File: config.mk
export PLATFORM = sky130hd
export DESIGN_NAME = dsd_output_formatter
export DESIGN_NICKNAME = d
export VERILOG_FILES = /design/src/rtl/dsd_output_formatter_pkg.sv /design/src/rtl/dsd_stuck_detect.sv /design/src/rtl/dsd_output_formatter.sv
export SDC_FILE = /design/constraint.sdc
export NUM_CORES = 1
export LEC_CHECK = 0
export ABC_AREA = 1
export BUFFER_PORTS_ARGS = -buffer_cell sky130_fd_sc_hd__clkbuf_2
export CAP_MARGIN = 20
export CORE_ASPECT_RATIO = 1.1
export CORE_UTILIZATION = 55
export DETAILED_ROUTE_END_ITERATION = 8
export PLACE_DENSITY = 0.77
export SLEW_MARGIN = 30
export SYNTH_ARGS = -nofsm -noshare
export SYNTH_HDL_FRONTEND = slang
export SYNTH_HIERARCHICAL = 1
export SYNTH_SLANG_ARGS = --single-unit
File: constraint.sdc
create_clock -name MCLK_I -period 2.02 [get_ports MCLK_I]
set_input_delay 0.505 -clock MCLK_I [delete_from_list [all_inputs] [get_ports MCLK_I]]
set_output_delay 0.505 -clock MCLK_I [all_outputs]
set_load 0.01 [all_outputs]
File: src/rtl/dsd_output_formatter_pkg.sv
// dsd_output_formatter_pkg: shared state encoding, silence byte and clog2 for the DSD output stage
package dsd_output_formatter_pkg;
  typedef enum logic {MUTED = 1'b0, PLAY = 1'b1} state_e;
  localparam logic [7:0] MUTE_PATTERN_DEF = 8'h69;
  function automatic int clog2(input int v);
    int r;
    r = 0;
    for (int i = 0; i < 31; i++) if ((1 << i) < v) r = i + 1;
    return r;
  endfunction
endpackage

File: src/rtl/dsd_stuck_detect.sv
// dsd_stuck_detect: per-channel run-length monitor that pulses when a bit repeats STUCK_LIMIT times in play
module dsd_stuck_detect
  import dsd_output_formatter_pkg::*;
#(
  parameter int STUCK_LIMIT = 64
) (
  input  logic clk,
  input  logic rst,
  input  logic bit_en,
  input  logic play,
  input  logic bit_i,
  output logic stuck_o
);
  localparam int RW = clog2(STUCK_LIMIT + 1);
  localparam logic [RW-1:0] LIM = RW'(STUCK_LIMIT);
  logic [RW-1:0] run_q, run_d;
  logic prev_q, prev_d;
  // run restarts at 1 on a change; with run_q==0 the first play bit also lands on 1
  always_comb begin
    prev_d = bit_en && play ? bit_i : prev_q;
    run_d = !play ? '0 : !bit_en ? run_q : bit_i != prev_q ? RW'(1) : run_q == LIM ? LIM : run_q + 1'b1;
  end
  assign stuck_o = bit_en && play && run_q != LIM && run_d == LIM;
  always_ff @(posedge clk or posedge rst) begin
    if (rst) begin
      run_q <= '0;
      prev_q <= 1'b0;
    end else begin
      run_q <= run_d;
      prev_q <= prev_d;
    end
  end
endmodule

File: src/rtl/dsd_output_formatter.sv
// dsd_output_formatter: DSD bit timing master, byte-aligned mute insertion and sticky overload fault
module dsd_output_formatter
  import dsd_output_formatter_pkg::*;
#(
  parameter int BCK_DIV = 4,
  parameter int STUCK_LIMIT = 64,
  parameter logic [7:0] MUTE_PATTERN = MUTE_PATTERN_DEF
) (
  input  logic MCLK_I,
  input  logic RST_I,
  input  logic QUANT_L_I,
  input  logic QUANT_R_I,
  input  logic MUTE_I,
  input  logic FAULT_CLR_I,
  output logic BIT_EN_O,
  output logic DSD_BCK_O,
  output logic DSD_L_O,
  output logic DSD_R_O,
  output logic MUTED_O,
  output logic FAULT_O
);
  localparam int CW = clog2(BCK_DIV);
  localparam logic [CW-1:0] C_LAST = CW'(BCK_DIV - 1);
  localparam logic [CW-1:0] C_HALF = CW'(BCK_DIV / 2);
  logic [CW-1:0] c_q, c_d;
  logic [2:0] p_q, p_d;
  state_e state_q, state_d;
  logic bck_q, bck_d, l_q, l_d, r_q, r_d, muted_q, muted_d, fault_q, fault_d;
  logic bit_edge, play, stuck_l, stuck_r;
  assign bit_edge = c_q == C_LAST;
  assign play = state_q == PLAY;
  // BCK is computed from the next count so the registered clock lines up with c
  always_comb begin
    c_d = bit_edge ? '0 : c_q + 1'b1;
    bck_d = c_d >= C_HALF;
    p_d = bit_edge ? p_q + 3'd1 : p_q;
    state_d = bit_edge && p_q == 3'd7 ? (MUTE_I || fault_q ? MUTED : PLAY) : state_q;
    muted_d = state_d == MUTED;
    l_d = !bit_edge ? l_q : play ? QUANT_L_I : MUTE_PATTERN[~p_q];
    r_d = !bit_edge ? r_q : play ? QUANT_R_I : MUTE_PATTERN[~p_q];
    fault_d = stuck_l || stuck_r || (fault_q && !FAULT_CLR_I);
  end
  always_ff @(posedge MCLK_I or posedge RST_I) begin
    if (RST_I) begin
      c_q <= '0;
      p_q <= 3'd0;
      state_q <= MUTED;
      bck_q <= 1'b0;
      l_q <= 1'b0;
      r_q <= 1'b0;
      muted_q <= 1'b1;
      fault_q <= 1'b0;
    end else begin
      c_q <= c_d;
      p_q <= p_d;
      state_q <= state_d;
      bck_q <= bck_d;
      l_q <= l_d;
      r_q <= r_d;
      muted_q <= muted_d;
      fault_q <= fault_d;
    end
  end
  dsd_stuck_detect #(.STUCK_LIMIT(STUCK_LIMIT)) u_stuck_l (
    .clk(MCLK_I), .rst(RST_I), .bit_en(bit_edge), .play(play), .bit_i(QUANT_L_I), .stuck_o(stuck_l)
  );
  dsd_stuck_detect #(.STUCK_LIMIT(STUCK_LIMIT)) u_stuck_r (
    .clk(MCLK_I), .rst(RST_I), .bit_en(bit_edge), .play(play), .bit_i(QUANT_R_I), .stuck_o(stuck_r)
  );
  assign BIT_EN_O = bit_edge;
  assign DSD_BCK_O = bck_q;
  assign DSD_L_O = l_q;
  assign DSD_R_O = r_q;
  assign MUTED_O = muted_q;
  assign FAULT_O = fault_q;
endmodule
==> impl_metrics.toml, run 1 <==
[outcome]
run_status = "finished, final reports clean"

[grt]
grt_pass1_wl_um = 5260
grt.busiest_layer = "met2"
antenna_found_initial = 0
gr-total-overflow = 0
grt_max_degree = 28
grt_pass1_vias = 1273
grt_use_met3 = 0.0256
grt_use_met1 = 0.303
grt_usage = 0.228
met2_usage = 0.377

[sta]
setup_viol_count_final = 0
rsz0062_at_grt = "no"
maxSlewViolCount = 0
hold_viol = 0
tightest_slew_ps = 359
min_period_ps = 1740
period_share = 0.864
fmaxAchievable_mhz = 573
skew_ps = 2.68
relSlewSlack = 0.761
tns_ps = 0
worst_slack_ps = 275

[floorplan]
std_cell_rows = 20
die_width_um = 53.8
dieArea_um2 = 3170
core_area_um2 = 2780
start_util = 0.584
die_y_um = 59.0
ioPinCount = 12

[placement]
dp_hpwl_um = 2350
place_congestion = 0.833
dpl_worst_slack_ps = 289
port_buffers = 11

[critical_path]
r2r_cells = 13
cp_max_fo = 27
cpMostUsedCell = "nor2_1"
path_buf_inv = 1
cp_slowest_cell = "dfrtp_1"
endpoint_kind = "register"
r2r_end = "FAULT_O"
crit_arrival_ps = 1970
crit_required_ps = 2240
critPathKind = "reg -> reg"
crit_start = "c_q[0]"
cpPeakStageDelay_ps = 380
startpoint_type = "register"
crit_chain = "ha_1 > buf_12 > nand3_1 > nor2_1 > nor2_1 > nor2_1 > nand2_1 > nand2_1 > nor2_1 > nand2_1 > nor2_2 > nor2_1 > o21ai_0"
r2r_slack_ps = 280
critPathTopFamily = "simple AND/OR/NAND/NOR gates"
reg2reg_from = "c_q[0]"

[logic_synthesis]
syn_area_per_cell_um2 = 7.15
synth_warnings = 6
ys_ff_latch = 26
synth_area_um2 = 1620
syn_nets = 240
synth_cells = 227
yosysUniqueCellTypes = 22
ys_seq_area_frac = 0.402

[cells_and_area]
drive_above_1_share = 0.154
final_nets = 255
antenna_cells = 0
area_delta_synth_final_pct = 7.79

[routing]
ant_nets = 0
drc = 0
drt_iter0_drc = 56
vias = 1360
routedWlPerCell_um = 10.8
routed_via_density = 4.96
drt_wl_total_um = 2960
firstDrtPassIters = 4

[clock_network]
clkLatencyLatePin_ps = 320
ctsHoldBuffers = 0
post_cts_buffers = 0
htreeDepth = 1
cts-buffers-inserted = 3
cts_tree = "built"
cts_sinks = 26
clock_path_buffers = 2
cts-root-buf = "clkbuf_4"
clkTransAtPathRegs_ps = 140
cts_resized = 0

[pwr]
ir_drop_v = 0.000538
combPwrFrac = 0.075
pwr-share-seq = 0.623
p_int_uw = 666
clock_power_share = 0.302
cellPowerDensity_nw_per_um2 = 498
switchingPower_uw = 205
power_switching_share = 0.235
p_leak_uw = 0.000989

[run]
maxCapViolations = 0

[min_path]
hold_path_class = "in -> async"
-- cells in the mapped netlist --
cell      count  area, µm²
nand2_1      62        233
nor2_1       38        143
inv_1        37        139
dfrtp_1      25        626
a21oi_1      14       70.1
nand3_1       9       45.0
ha_1          7       87.6
nor2_2        6       37.5
buf_6         3       33.8
inv_2         3       11.3
nand2_2       3       18.8
o21ai_0       3       15.0
xor2_1        3       26.3
nand3_2       2       20.0
nor3_1        2       10.0
o21ai_1       2       10.0
o21bai_2      2       22.5
xnor2_1       2       17.5
dfstp_2       1       26.3
nand2_4       1       11.3
nor2_4        1       11.3
o21ai_2       1       8.76
-- layout by cell type, fill, tap and decap left out --
master and n:
o21ai_2 1, dfstp_2 1, clkbuf_2 11, a21oi_1 14, clkbuf_8 1, xor2_1 3, nor2_1 38, nor2_2 6
xnor2_1 2, nor2_4 1, dfrtp_1 25, nand3_2 2, ha_1 7, clkbuf_4 3, nand2_1 62, nand2_4 1
o21ai_1 2, nand3_1 9, inv_1 37, o21ai_0 3, buf_4 1, buf_12 1, inv_2 3, o21bai_2 2
nand2_2 3, nor3_1 2
-- power groups by stage --
stage                     registers (µW)  clock network, µW  logic, µW
after global routing                 544                296       77.2
after floorplan                      553                  0       42.1
final                                543                263       65.6
after global placement               552                  0       66.0
after CTS                            543                275       67.2
after detailed placement             552                  0       67.1
-- per-stage QoR --
step	util	hold WS [ps]	instances	power, µW	cell area (µm²)
6_report	0.630	111	274	871	1750
5_1_grt	0.630	112	274	917	1750
4_1_cts	0.630	111	274	885	1750
3_5_place_dp	0.617	422	270	620	1710
3_3_place_gp	0.617	415	270	618	1710
2_1_floorplan	-	321	227	595	1620
-- cells by family after synthesis --
family | after synthesis | share of synthesized area
XOR/XNOR | 5 | 0.0270
flip-flops | 26 | 0.402
buffers and inverters | 43 | 0.113
AND/OR/NAND/NOR | 124 | 0.326
AO/OA/AOI/OAI | 22 | 0.0779
adder cells (fa/ha/maj) | 7 | 0.0540
-- metal layers --
| metal | vias up | wire length (µm) |
|---|---|---|
| met2 | 29 | 1440 |
| met4 | 0 | 36 |
| met3 | 4 | 113 |
| li1 | 715 | - |
| met1 | 612 | 1370 |
| met5 | - | 0 |
-- state kept, by name (all words and copies together), names as in the netlist, named ones only --
signal,count
c_q,1
u_stuck_r/prev_q,1
DSD_L_O,1
u_stuck_l/run_q,7
p_q,3
MUTED_O,1
FAULT_O,1
DSD_BCK_O,1
u_stuck_l/prev_q,1
DSD_R_O,1
u_stuck_r/run_q,7
-- worst max-delay path by stage --
stage | end | slack, ps | cells after the start
final | FAULT_O | 280 | 13
after global routing | FAULT_O | 20 | 13
after CTS | FAULT_O | 270 | 13
after detailed placement | FAULT_O | 290 | 11
after global placement | FAULT_O | 320 | 11
after floorplan | FAULT_O | 360 | 13
-- final cells by class --
type	instances	area (µm²)
inverters	40	150
fillers	268	1030
repair buffers	13	82.6
multi-input cells	158	787
well taps	33	41.3
clock buffers	4	36.3
flip-flops and latches	26	652
Note: power is estimated with default switching activity, not from simulation.
==> run 2: changes to the inputs <==
==> constraint.sdc (replaced) <==
create_clock -name MCLK_I -period 2.02 [get_ports MCLK_I]
set_input_delay 0.303 -clock MCLK_I [delete_from_list [all_inputs] [get_ports MCLK_I]]
set_output_delay 0.303 -clock MCLK_I [all_outputs]
set_load 0.01 [all_outputs]
==> run 2 against run 1 <==
  * Die area stayed put
  * Combinational power rose by 4.3%
  * Sequential share of layout area is 0.55 points lower
  * Non-clock buffer count is 1 higher
  * First-iteration DRC count shrank 25%
  * Sequential power about the same
  * Via count down 1.4%
==> impl_metrics.toml, run 2 (synthesis results as in run 1) <==
[outcome]
run_status = "finished, final reports clean"

[floorplan]
ioPinCount = 12
core_area_um2 = 2780
dieArea_um2 = 3170
die_width_um = 53.8
std_cell_rows = 20
die_y_um = 59.0
start_util = 0.584

[clock_network]
cts_sinks = 26
htreeDepth = 1
cts-root-buf = "clkbuf_4"
cts_tree = "built"
cts-buffers-inserted = 3
post_cts_buffers = 0
clkTransAtPathRegs_ps = 140
clock_path_buffers = 2
clkLatencyLatePin_ps = 320

[pwr]
power_uw = 962
clock_power_share = 0.364
cellPowerDensity_nw_per_um2 = 542
p_int_uw = 758
combPwrFrac = 0.071
ir_drop_v = 0.000450
p_leak_uw = 0.00100
switchingPower_uw = 204
power_switching_share = 0.212
pwr-share-seq = 0.565

[routing]
ant_nets = 0
routedWlPerCell_um = 11.4
drt_iter0_drc = 42
drc = 0
firstDrtPassIters = 4
drt_wl_total_um = 3130
routed_via_density = 4.88
vias = 1341

[placement]
port_buffers = 11
place_congestion = 0.859
dp_hpwl_um = 2450

[cells_and_area]
layout_commonest_cell = "nand2_1"
layout_common_cells = "62 x nand2_1, 38 x nor2_1, 37 x inv_1"
largestRegisters = "u_stuck_l/run_q: 7 flops, u_stuck_r/run_q: 7 flops, p_q: 3 flops"
nFillCells = 247
drive_above_1_share = 0.153
multi_input_area_um2 = 787
area_delta_synth_final_pct = 9.41
antenna_cells = 0
final_nets = 256
seq_area_um2 = 652

[sta]
setup_viol_count_final = 0
min_period_ps = 1740
fmaxAchievable_mhz = 574
hold_viol = 0
skew_ps = 8.22
maxSlewViolCount = 0
relSlewSlack = 0.758
tns_ps = 0
tightest_slew_ps = 363
rsz0062_at_grt = "no"
period_share = 0.862

[grt]
grt_pass1_wl_um = 5320
gr-total-overflow = 0
grt_usage = 0.235
grt_max_degree = 28
grt_pass1_vias = 1262
antenna_found_initial = 0

[critical_path]
critPathKind = "reg -> reg"
startpoint_type = "register"
crit_arrival_ps = 1960
crit_required_ps = 2240
endpoint_kind = "register"
cp_max_fo = 27

[run]
maxCapViolations = 0

[min_path]
hold_path_class = "in -> reg"
==> run 2: cell types whose count changed in the layout (fill, tap and decap cells not counted) <==
cell | before | now
bufinv_16 | 0 | 1
dlygate4sd3_1 | 0 | 1
clkbuf_8 | 1 | 0
==> run 2: worst max-delay path, stage by stage, from the launching register on <==
cell,delay (ps)
dfrtp_1,380
ha_1,230
buf_12,200
nand3_1,140
nor2_1,120
nor2_1,50
nor2_1,80
nand2_1,70
nand2_1,60
nor2_1,50
nand2_1,70
nor2_2,30
nor2_1,80
o21ai_0,70
==> run 2: timing repair <==
item                       CTS  global route
hold buffers                 1             0
hold endpoints to repair    25             0
setup endpoints to repair    0             0
resized for setup            0             0
==> run 2: through the flow <==
stage               hold WS [ps]  cell area, µm²  cells  setup WS [ps]   util
floorplan                    119            1620    227            359      -
global placement             279            1710    270            355  0.617
detailed placement           285            1710    270            306  0.617
CTS                          145            1780    275            275  0.639
global route                 125            1780    275           84.4  0.639
finish                       150            1780    275            279  0.639
==> run 2: routing by layer <==
metal  routed length (µm)  vias up  track usage  share of wire
met5                    0        -            0              0
met2                 1590       29        0.392           0.51
met1                 1380      593        0.300           0.44
met4                   66        0        0.102          0.021
met3                  100        6       0.0333          0.032
li1                     -      713            -              -
==> run 2: final timing paths <==
| kind | slack [ps] | end | from | cells after the start |
|---|---|---|---|---|
| min reg2reg | 440 | c_q[0] | c_q[0] | 1 |
| min in group asynchronous | 490 | u_stuck_r/prev_q | RST_I | 3 |
| min | 150 | FAULT_O | FAULT_CLR_I | 2 |
| max in group asynchronous | 1200 | MUTED_O | RST_I | 3 |
| max | 280 | FAULT_O | DSD_BCK_O | 13 |
| max reg2reg | 280 | FAULT_O | DSD_BCK_O | 13 |
==> run 2: power groups by stage <==
stage | clock, µW | sequential (µW) | combinational (µW)
6_report | 350 | 543 | 68.4
3_3_place_gp | 0 | 552 | 66.6
2_1_floorplan | 0 | 553 | 42.1
3_5_place_dp | 0 | 553 | 67.5
4_1_cts | 359 | 543 | 69.2
5_1_grt | 385 | 545 | 78.7
==> run 2: area by class of cell <==
class | count | area share
clock inverter | 1 | 0.0169
tap | 33 | 0.0233
sequential | 26 | 0.367
multi-input combinational | 158 | 0.443
inverter | 40 | 0.0846
timing repair buffer | 14 | 0.0521
clock buffer | 3 | 0.0127
==> run 3: changes to the inputs <==
==> constraint.sdc (replaced) <==
create_clock -name MCLK_I -period 2.05 [get_ports MCLK_I]
set_input_delay 0.3075 -clock MCLK_I [delete_from_list [all_inputs] [get_ports MCLK_I]]
set_output_delay 0.3075 -clock MCLK_I [all_outputs]
set_load 0.01 [all_outputs]
==> run 3 against run 2 <==
  * Highest routed layer unchanged
  * Clock skew fell by 2.4 ps
  * Total power is 9.8% lower
  * Cell count unchanged
  * Die area did not move
  * Non-clock buffer count unchanged
  * Global-route usage increased by 0.39 points
  * Largest power group unchanged
==> impl_metrics.toml, run 3 (synthesis results as in run 1) <==
[sta]
min_period_ps = 1770
holdWs_ps = 157
fmaxAchievable_mhz = 564
tightest_slew_ps = 389
hold_viol = 0
setup_viol_count_final = 0
skew_ps = 5.80
relSlewSlack = 0.741
rsz0062_at_grt = "no"
tns_ps = 0
period_share = 0.865
maxSlewViolCount = 0

[floorplan]
start_util = 0.584
core_area_um2 = 2780
ioPinCount = 12
std_cell_rows = 20
die_width_um = 53.8
die_y_um = 59.0
dieArea_um2 = 3170

[grt]
grt_pass1_vias = 1271
grt_pass1_wl_um = 5330
grt_max_degree = 28
antenna_found_initial = 0
gr-total-overflow = 0
grt_usage = 0.239

[outcome]
run_status = "finished, final reports clean"

[cells_and_area]
largestRegisters = "u_stuck_l/run_q: 7 flops, u_stuck_r/run_q: 7 flops, p_q: 3 flops"
nFillCells = 238
final_nets = 256
antenna_cells = 0
design_area_um2 = 1760
layout_common_cells = "62 x nand2_1, 38 x nor2_1, 37 x inv_1"
area_delta_synth_final_pct = 8.40
drive_above_1_share = 0.153
layoutNonFillerInstCount = 275
layout_commonest_cell = "nand2_1"

[routing]
ant_nets = 0
drc = 0
vias = 1364
drt_wl_total_um = 3150
drt_iter0_drc = 43
routed_via_density = 4.96
firstDrtPassIters = 4
routedWlPerCell_um = 11.5

[clock_network]
cts_sinks = 26
cts-root-buf = "clkbuf_4"
post_cts_buffers = 0
cts_tree = "built"
clkLatencyLatePin_ps = 330
htreeDepth = 1
clkTransAtPathRegs_ps = 140
cts-buffers-inserted = 3
clock_path_buffers = 2

[min_path]
hold_path_class = "in -> reg"
min-delay-start = "FAULT_CLR_I"

[critical_path]
reg2reg_from = "c_q[0]"
endpoint_kind = "register"
crit_arrival_ps = 2000
startpoint_type = "register"
cp_slowest_cell = "dfrtp_1"
critPathKind = "reg -> reg"
cpMostUsedCell = "nor2_1"
cp_max_fo = 27
critPathTopFamily = "simple AND/OR/NAND/NOR gates"
crit_chain = "ha_1 > buf_12 > nand3_1 > nor2_1 > nor2_1 > nor2_1 > nand2_1 > nand2_1 > nor2_1 > nand2_1 > nor2_2 > nor2_1 > o21ai_0"
r2r_slack_ps = 280
cpPeakStageDelay_ps = 380
crit_start = "c_q[0]"
crit_required_ps = 2280
path_buf_inv = 1

[placement]
dp.cells = 270
place_congestion = 0.848
place_area_um2 = 1710
port_buffers = 11
dp_hpwl_um = 2430

[pwr]
cellPowerDensity_nw_per_um2 = 493
p_leak_uw = 0.000993
ir_drop_v = 0.000570

[run]
maxCapViolations = 0
-- run 3: power breakdown --
group	switching [µW]	total, µW	leakage (µW)	internal (µW)
logic	42.0	67.4	0.000632	25.4
registers	12.0	536	0.000340	524
clock network	155	264	0.0000210	109
total	209	867	0.000993	658
-- run 3: timing repair --
item | CTS | global route
resized for setup | 0 | 0
hold buffers | 1 | 0
hold endpoints to repair | 25 | 0
-- run 3: path summary, 6_finish.rpt --
| check | cells past startpoint | endpoint |
|---|---|---|
| setup / recovery | 13 | FAULT_O |
| hold / removal | 2 | FAULT_O |
| setup reg to reg | 13 | FAULT_O |
| hold reg to reg | 1 | c_q[0] |
| max in group asynchronous | 3 | MUTED_O |
| min in group asynchronous | 3 | u_stuck_r/prev_q |
-- run 3: per-stage QoR --
step | total power, µW | util | setup slack [ps]
floorplan | 586 | - | 389
detailed placement | 613 | 0.617 | 282
global route | 905 | 0.633 | 110
global placement | 610 | 0.617 | 385
finish | 867 | 0.633 | 277
CTS | 882 | 0.633 | 250
-- run 3: final cells by class --
cell class	instances	area (µm²)	share of cell area
clock buffer	4	36.3	0.0206
inverter	40	150	0.0853
multi-input combinational	158	787	0.447
sequential	26	652	0.371
tap	33	41.3	0.0235
timing repair buffer	14	92.6	0.0526
-- run 3: worst register-to-register path, stage by stage, from the launching register on --
cell     delay [ps]
dfrtp_1         380
ha_1            250
buf_12          210
nand3_1         140
nor2_1          120
nor2_1           50
nor2_1           80
nand2_1          80
nand2_1          60
nor2_1           50
nand2_1          60
nor2_2           30
nor2_1           90
o21ai_0          80
-- run 3: per-layer routing --
| metal | GRT usage | up-vias | wire length [µm] |
|---|---|---|---|
| li1 | - | 724 | - |
| met1 | 0.286 | 602 | 1340 |
| met2 | 0.409 | 32 | 1580 |
| met3 | 0.0308 | 6 | 147 |
| met4 | 0.124 | 0 | 79 |
| met5 | 0 | - | 0 |
